--- src/rtl/fpmult_pkg.sv ---
// Shared types and constants for the sequential single-precision multiplier.
package fpmult_pkg;

    localparam int BIAS = 127;
    localparam int EXPW = 10;
    localparam int PW   = 48;
    localparam int MW   = 24;

    localparam logic [7:0]  EXP_INF   = 8'hFF;
    localparam logic [22:0] QNAN_MANT = 23'h400000;

    typedef enum logic [1:0] {
        IDLE = 2'd0,
        MULT = 2'd1,
        NORM = 2'd2,
        DONE = 2'd3
    } state_e;

    // Unbiased-then-rebiased product exponent, wide enough to hold -127..383.
    function automatic logic signed [EXPW-1:0] biased_sum(
        input logic [7:0] ea,
        input logic [7:0] eb,
        input int         bias
    );
        logic [EXPW-1:0] s;
        s = {2'b00, ea} + {2'b00, eb} - EXPW'(bias);
        return s;
    endfunction

endpackage

--- src/rtl/fpmult_if.sv ---
// Start/done request bus between a requester and the multiplier core.
interface fpmult_if;

    logic        start;
    logic [31:0] a;
    logic [31:0] b;
    logic        signin;
    logic        busy;
    logic        done;
    logic [31:0] result;
    logic        ovf;
    logic        unf;

    modport master (
        output start, a, b, signin,
        input  busy, done, result, ovf, unf
    );

    modport slave (
        input  start, a, b, signin,
        output busy, done, result, ovf, unf
    );

endinterface

--- src/rtl/fpmult_normpack.sv ---
// Combinational normalize/pack stage with the special-case priority chain.
module fpmult_normpack #(
    parameter int BIAS = 127
) (
    input  logic [fpmult_pkg::PW-1:0] p_i,
    input  logic [7:0]                ea_i,
    input  logic [7:0]                eb_i,
    input  logic                      sign_i,
    output logic [31:0]               result_o,
    output logic                      ovf_o,
    output logic                      unf_o
);
    import fpmult_pkg::*;

    localparam logic signed [EXPW-1:0] E_MAX = EXPW'(255);

    logic signed [EXPW-1:0] e_base;
    logic signed [EXPW-1:0] e_norm;
    logic [22:0]            mant;
    logic                   a_inf, b_inf, a_zero, b_zero;

    assign e_base = biased_sum(ea_i, eb_i, BIAS);
    assign e_norm = p_i[PW-1] ? e_base + EXPW'(1) : e_base;
    assign mant   = p_i[PW-1] ? p_i[PW-2 -: 23] : p_i[PW-3 -: 23];

    assign a_inf  = (ea_i == EXP_INF);
    assign b_inf  = (eb_i == EXP_INF);
    assign a_zero = (ea_i == 8'h00);
    assign b_zero = (eb_i == 8'h00);

    always_comb begin
        result_o = {sign_i, 31'b0};
        ovf_o    = 1'b0;
        unf_o    = 1'b0;
        if ((a_inf && b_zero) || (b_inf && a_zero)) begin
            result_o = {sign_i, EXP_INF, QNAN_MANT};
        end else if (a_inf || b_inf) begin
            // NaN operands collapse to infinity; payloads are dropped.
            result_o = {sign_i, EXP_INF, 23'b0};
        end else if (a_zero || b_zero) begin
            result_o = {sign_i, 31'b0};
        end else if (e_norm >= E_MAX) begin
            result_o = {sign_i, EXP_INF, 23'b0};
            ovf_o    = 1'b1;
        end else if (e_norm <= 0) begin
            result_o = {sign_i, 31'b0};
            unf_o    = 1'b1;
        end else begin
            result_o = {sign_i, e_norm[7:0], mant};
        end
    end

endmodule

--- src/rtl/fpmult_core.sv ---
// Sequential IEEE-754 single-precision multiplier: one shift-add step per
// clock over the 24-bit mantissas, then a single normalize/pack cycle.
module fpmult_core #(
    parameter int BIAS = 127,
    parameter int MW   = 24
) (
    input  logic     clk,
    input  logic     rst_n,
    fpmult_if.slave  bus
);
    import fpmult_pkg::*;

    localparam int CW = $clog2(MW);

    state_e           state_q, state_d;
    logic [CW-1:0]    cnt_q, cnt_d;
    logic [PW-1:0]    p_q, p_d;
    logic [MW-1:0]    ma_q, ma_d;
    logic [MW-1:0]    mb_q, mb_d;
    logic [7:0]       ea_q, ea_d;
    logic [7:0]       eb_q, eb_d;
    logic             sign_q, sign_d;
    logic [31:0]      result_q, result_d;
    logic             ovf_q, ovf_d;
    logic             unf_q, unf_d;
    logic             done_q, done_d;

    logic [PW-1:0]    ma_ext;
    logic [31:0]      np_result;
    logic             np_ovf;
    logic             np_unf;

    assign ma_ext = {{(PW-MW){1'b0}}, ma_q};

    fpmult_normpack #(.BIAS(BIAS)) u_normpack (
        .p_i      (p_q),
        .ea_i     (ea_q),
        .eb_i     (eb_q),
        .sign_i   (sign_q),
        .result_o (np_result),
        .ovf_o    (np_ovf),
        .unf_o    (np_unf)
    );

    always_ff @(posedge clk or negedge rst_n) begin
        if (!rst_n) begin
            state_q  <= IDLE;
            cnt_q    <= '0;
            p_q      <= '0;
            ma_q     <= '0;
            mb_q     <= '0;
            ea_q     <= '0;
            eb_q     <= '0;
            sign_q   <= 1'b0;
            result_q <= '0;
            ovf_q    <= 1'b0;
            unf_q    <= 1'b0;
            done_q   <= 1'b0;
        end else begin
            state_q  <= state_d;
            cnt_q    <= cnt_d;
            p_q      <= p_d;
            ma_q     <= ma_d;
            mb_q     <= mb_d;
            ea_q     <= ea_d;
            eb_q     <= eb_d;
            sign_q   <= sign_d;
            result_q <= result_d;
            ovf_q    <= ovf_d;
            unf_q    <= unf_d;
            done_q   <= done_d;
        end
    end

    always_comb begin
        state_d  = state_q;
        cnt_d    = cnt_q;
        p_d      = p_q;
        ma_d     = ma_q;
        mb_d     = mb_q;
        ea_d     = ea_q;
        eb_d     = eb_q;
        sign_d   = sign_q;
        result_d = result_q;
        ovf_d    = ovf_q;
        unf_d    = unf_q;
        done_d   = done_q;
        case (state_q)
            IDLE: begin
                if (bus.start) begin
                    state_d = MULT;
                    sign_d  = bus.signin;
                    ea_d    = bus.a[30:23];
                    eb_d    = bus.b[30:23];
                    ma_d    = {1'b1, bus.a[22:0]};
                    mb_d    = {1'b1, bus.b[22:0]};
                    p_d     = '0;
                    cnt_d   = '0;
                end
            end
            MULT: begin
                if (mb_q[cnt_q]) begin
                    p_d = p_q + (ma_ext << cnt_q);
                end
                cnt_d = cnt_q + CW'(1);
                if (cnt_q == CW'(MW-1)) begin
                    state_d = NORM;
                end
            end
            NORM: begin
                result_d = np_result;
                ovf_d    = np_ovf;
                unf_d    = np_unf;
                done_d   = 1'b1;
                state_d  = DONE;
            end
            DONE: begin
                done_d  = 1'b0;
                state_d = IDLE;
            end
            default: begin
                state_d = IDLE;
            end
        endcase
    end

    assign bus.busy   = (state_q != IDLE);
    assign bus.done   = done_q;
    assign bus.result = result_q;
    assign bus.ovf    = ovf_q;
    assign bus.unf    = unf_q;

endmodule

--- src/flat_wrapper.sv ---
// flat-port wrapper written by rule: the top's interface ports become plain ports
module fpmult_core_flat import fpmult_pkg::*;
#(
    parameter int BIAS = 127,
    parameter int MW   = 24
)
  (clk, rst_n, bus_start, bus_a, bus_b, bus_signin, bus_busy, bus_done, bus_result, bus_ovf, bus_unf);
  fpmult_if bus_i ();
  input  logic clk;
  input  logic rst_n;
  input wire logic [$bits(bus_i.start)-1:0] bus_start;
  input wire logic [$bits(bus_i.a)-1:0] bus_a;
  input wire logic [$bits(bus_i.b)-1:0] bus_b;
  input wire logic [$bits(bus_i.signin)-1:0] bus_signin;
  output wire logic [$bits(bus_i.busy)-1:0] bus_busy;
  output wire logic [$bits(bus_i.done)-1:0] bus_done;
  output wire logic [$bits(bus_i.result)-1:0] bus_result;
  output wire logic [$bits(bus_i.ovf)-1:0] bus_ovf;
  output wire logic [$bits(bus_i.unf)-1:0] bus_unf;
  assign bus_i.start = bus_start;
  assign bus_i.a = bus_a;
  assign bus_i.b = bus_b;
  assign bus_i.signin = bus_signin;
  assign bus_busy = bus_i.busy;
  assign bus_done = bus_i.done;
  assign bus_result = bus_i.result;
  assign bus_ovf = bus_i.ovf;
  assign bus_unf = bus_i.unf;
  fpmult_core #(.BIAS(BIAS), .MW(MW)) u_core (.clk(clk), .rst_n(rst_n), .bus(bus_i));
endmodule
--- config.mk ---
export PLATFORM = sky130hd
export DESIGN_NAME = fpmult_core_flat
export DESIGN_NICKNAME = d
export VERILOG_FILES = /design/src/rtl/fpmult_pkg.sv /design/src/rtl/fpmult_if.sv /design/src/rtl/fpmult_normpack.sv /design/src/rtl/fpmult_core.sv /design/src/flat_wrapper.sv
export SDC_FILE = /design/constraint.sdc
export NUM_CORES = 1
export LEC_CHECK = 0
export ABC_AREA = 1
export CAP_MARGIN = 20
export CORE_MARGIN = 8
export CORE_UTILIZATION = 51
export CTS_CLUSTER_SIZE = 40
export DETAILED_ROUTE_END_ITERATION = 8
export GPL_TIMING_DRIVEN = 0
export PLACE_DENSITY = 0.8
export SLEW_MARGIN = 20
export SYNTH_ARGS = -nofsm -noshare
export SYNTH_HDL_FRONTEND = slang
export SYNTH_SLANG_ARGS = --single-unit
--- constraint.sdc ---
create_clock -name clk -period 9.05 [get_ports clk]
set_input_delay 1.81 -clock clk [delete_from_list [all_inputs] [get_ports clk]]
set_output_delay 1.81 -clock clk [all_outputs]
set_load 0.02 [all_outputs]
==> impl_metrics.csv <==
group,metric,value,unit
worst_setup_path,arrival,5.09,ns
clocking,cts_tree,"done",
finish,regArea,0.00385,mm2
route,num_vias,12400,
finish,fin_nets,2056,
yosys,ys_ff_latch,154,
route,via_per_inst,5.56,
min_path,holdPathEnd,"u_core.bus.result[4]",
yosys,ys.flop_type,"dfrtp_1",
route,drt_first_pass_iters,5,
sta,fin_skew,0.0122,ns
worst_setup_path,worst-path-stages,20,
floorplan,ioPinCount,104,
yosys,yosysUniqueCellTypes,47,
floorplan,dieArea,0.0283,mm2
yosys,synth_enable_flop_cells,0,
worst_setup_path,worst-path-max-fanout,10,
worst_setup_path,r2r_slack,4.26,ns
sta,timing.final.ws_setup,4.26,ns
sta,worst_pin_slew,0.744,ns
pwr,power_density,417,mW/mm2
clocking,clock-sinks,154,
worst_setup_path,critical_path.cell_chain,"buf_2, buf_2, buf_1, nand2_1, nand2_1, inv_1, nand2_1, o21ai_0, mux2i_1, nand2_1, nor2_1, ha_1, a21oi_1, o21ai_0, a21oi_1, inv_1, a21oi_1, o21bai_1, o21ai_0, o21ai_0",
sta,hold_violations,0,
sta,fin_tns_setup,0,ns
worst_setup_path,startpoint_type,"flip-flop",
yosys,synth_cells,1803,
floorplan,coreArea,0.0227,mm2
sta,rsz0062_at_grt,"no",
floorplan,row_count,55,
sta,fin_crit_sh,52.9,%
clocking,ctsHtreeMaxLevel,4,
finish,n_fill_cell,2191,
sta,post-route-min-period,4.79,ns
yosys,synth-async-reset-ratio,100,%
pwr,peakVddDrop,0.219,mV
worst_setup_path,rr_startpoint,"u_core.cnt_q[0]",
clocking,path_clk_slew,0.06,ns
yosys,yosysTopAreaCellShare,32.6,%
finish,finalNonFillerCells,2222,
grt,grt_pass1_wl,60.7,mm
place,dpl.hpwl,29.5,mm
place,dpl.cell_count,2190,
min_path,hold_class,"flip-flop to flip-flop",
worst_setup_path,r2r_cells,20,
finish,design_area,0.0138,mm2
worst_setup_path,crit_family,"compound AO/OA/AOI/OAI gates",
pwr,power.leakage,6.68,nW
yosys,synth_nets,1935,
sta,final_max_slew_viol_count,0,
floorplan,die_h,168,um
sta,final-setup-viol-count,0,
route,wl_per_cell,16.4,um
flow_run,max_cap_viol_count,0,
clocking,postCtsSetupRepairBufs,0,
floorplan,initial_core_util,52.0,%
min_path,min_from,"u_core.bus.result[4]",
clocking,cts_buffers,17,
clocking,clk_latency,0.43,ns
route,post-route-drc-count,0,
route,first_iter_violations,1263,
grt,grtUsageTotal,26.3,%
yosys,ys_warn_count,0,
finish,drive_gt1_share,4.08,%
finish,final_core_util,60.6,%
yosys,avgSynthCellArea,6.55,um2
worst_setup_path,endpoint_kind,"flip-flop",
worst_setup_path,crit_start,"u_core.cnt_q[0]",
route,postRouteAntennaNets,0,
sta,maxSlewHeadroom,50.0,%
grt,grt_max_degree,94,
worst_setup_path,cp_slowest_cell,"a21oi_1",
sta,fmax,0.209,GHz
min_path,hold_depth,2,
clocking,ctsHoldBuffers,0,
route,wirelength,36.5,mm
worst_setup_path,r2r-end,"u_core.p_q[26]",
place,place_ws,4.25,ns
worst_setup_path,path_class,"flip-flop to flip-flop",
finish,area_delta_synth_final,16.5,%
floorplan,fp.dieW,168,um
sta,whs,0.476,ns
place,placed_area,0.0132,mm2
yosys,yosysSeqAreaShare,32.6,%
place,port-buffer-count,101,
status,status,"complete, no violations",
yosys,yosysTopAreaCell,"dfrtp_1",
pwr,finalPower,5.73,mW
worst_setup_path,worstPathRequired,9.35,ns
clocking,cts_root_buf,"clkbuf_16",
worst_setup_path,path_buf_inv,5,
finish,multi_input_area,0.00702,mm2
finish,n_antenna_cell,0,
clocking,cts_buffer_depth,2,
yosys,ys_top_cells_by_area,"dfrtp_1, nand2_1, o21ai_0, ha_1, nand3_1",
worst_setup_path,max_stage_delay,0.50,ns
grt,grt_pass1_vias,12300,
grt,overflow,0,
clocking,cts-resized-gates,0,
yosys,syn_area,0.0118,mm2
place,globalplace.congestion,0.988,
grt,antenna_found_initial,0,
==> power by group <==
part | switching (mW) | leakage, nW | internal [mW]
logic | 2.62 | 4.41 | 1.27
registers | 0.201 | 2.01 | 0.959
clock network | 0.319 | 0.258 | 0.357
==> Yosys cell counts, types with 7 or more instances <==
master,count
buf_1,11
a31oi_1,22
nor2_1,148
clkbuf_1,47
xor2_1,8
nand2_1,605
a21oi_1,84
o21ai_0,192
inv_2,13
o22ai_1,16
dfrtp_1,154
a21o_1,14
nor4_1,12
ha_1,62
nand3_1,126
nor3_1,17
inv_1,162
xnor2_1,7
o211ai_1,7
mux2i_1,19
==> layer usage <==
layer  part of all wire, %  routed length [um]  global-route usage [%]
met1                    45               16300                    34.3
met2                    46               16800                    43.4
met3                   6.3                2310                    4.42
met4                   2.9                1040                    9.32
met5                     0                   0                       0
==> worst register-to-register path: stages, from the launching register on <==
cell and delay [ns]:
dfrtp_1 0.38, buf_2 0.23, buf_2 0.25, buf_1 0.39
nand2_1 0.10, nand2_1 0.08, inv_1 0.04, nand2_1 0.05
o21ai_0 0.11, mux2i_1 0.44, nand2_1 0.11, nor2_1 0.19
ha_1 0.31, a21oi_1 0.25, o21ai_0 0.19, a21oi_1 0.24
inv_1 0.13, a21oi_1 0.50, o21bai_1 0.23, o21ai_0 0.30
o21ai_0 0.13
==> final cells by class <==
| class | count | area share [%] |
|---|---|---|
| flip-flops and latches | 154 | 28.0 |
| clock inverters | 14 | 0.837 |
| clock buffers | 18 | 3.12 |
| repair buffers | 102 | 7.59 |
| well taps | 285 | 2.59 |
| multi-input cells | 1405 | 51.1 |
| plain buffers | 66 | 1.91 |
| inverters | 178 | 4.86 |
==> state kept, by name, indices dropped and copies added, names as in the netlist <==
signal,count
u_core.bus.done,1
u_core.bus.result,32
u_core.state_q,2
u_core.bus.unf,1
u_core.ea_q,8
u_core.eb_q,8
u_core.mb_q,24
u_core.sign_q,1
u_core.cnt_q,5
u_core.p_q,48
u_core.ma_q,23
u_core.bus.ovf,1
==> cell usage in the layout (no fill, tap or decap), types with 3 or more instances in the layout <==
| cell type | Yosys | routed |
|---|---|---|
| o211ai_1 | 7 | 7 |
| a21oi_1 | 84 | 84 |
| nor4_1 | 12 | 12 |
| o22ai_1 | 16 | 16 |
| nor3_1 | 17 | 17 |
| clkbuf_1 | 47 | 48 |
| xnor2_1 | 7 | 7 |
| a31oi_1 | 22 | 22 |
| or2_2 | 4 | 4 |
| nand2_1 | 605 | 605 |
| o21a_1 | 5 | 5 |
| nand4_1 | 6 | 6 |
| nor2_1 | 148 | 148 |
| clkdlybuf4s50_1 | 0 | 100 |
| nand3_1 | 126 | 126 |
| clkinv_1 | 3 | 3 |
| mux2i_1 | 19 | 19 |
| xor2_1 | 8 | 8 |
| o31ai_1 | 4 | 4 |
| inv_2 | 13 | 13 |
| inv_1 | 162 | 162 |
| o21bai_1 | 5 | 5 |
| o21ai_0 | 192 | 192 |
| nor2_2 | 5 | 5 |
| a21o_1 | 14 | 14 |
| inv_6 | 0 | 4 |
| nand3b_1 | 3 | 3 |
| clkinvlp_4 | 0 | 4 |
| ha_1 | 62 | 62 |
| buf_2 | 6 | 6 |
| a22o_1 | 3 | 3 |
| nand2_2 | 6 | 6 |
| nand3_2 | 5 | 5 |
| dfrtp_1 | 154 | 154 |
| buf_1 | 11 | 11 |
| clkbuf_16 | 0 | 17 |
==> how the worst max path moves through the flow <==
stage | end | slack [ns]
floorplan | u_core.p_q[33] | 5.64
global placement | u_core.bus.result[2] | -0.12
detailed placement | u_core.p_q[31] | 4.25
CTS | u_core.p_q[33] | 4.43
global route | u_core.p_q[27] | 3.81
finish | u_core.p_q[26] | 4.26
==> cell families (layout without fill, tap and decap cells) <==
group,after synthesis,count (layout),share of synthesized area [%]
AOI/OAI and AO/OA,367,367,17.2
adders and majority gates,64,64,6.91
xor gates and xnor gates,15,15,1.11
muxes,19,19,1.61
buffers and inverters,244,378,7.88
DFF,154,154,32.6
and+or+nand+nor,940,940,32.7
Power figures use the tool's default switching activity.
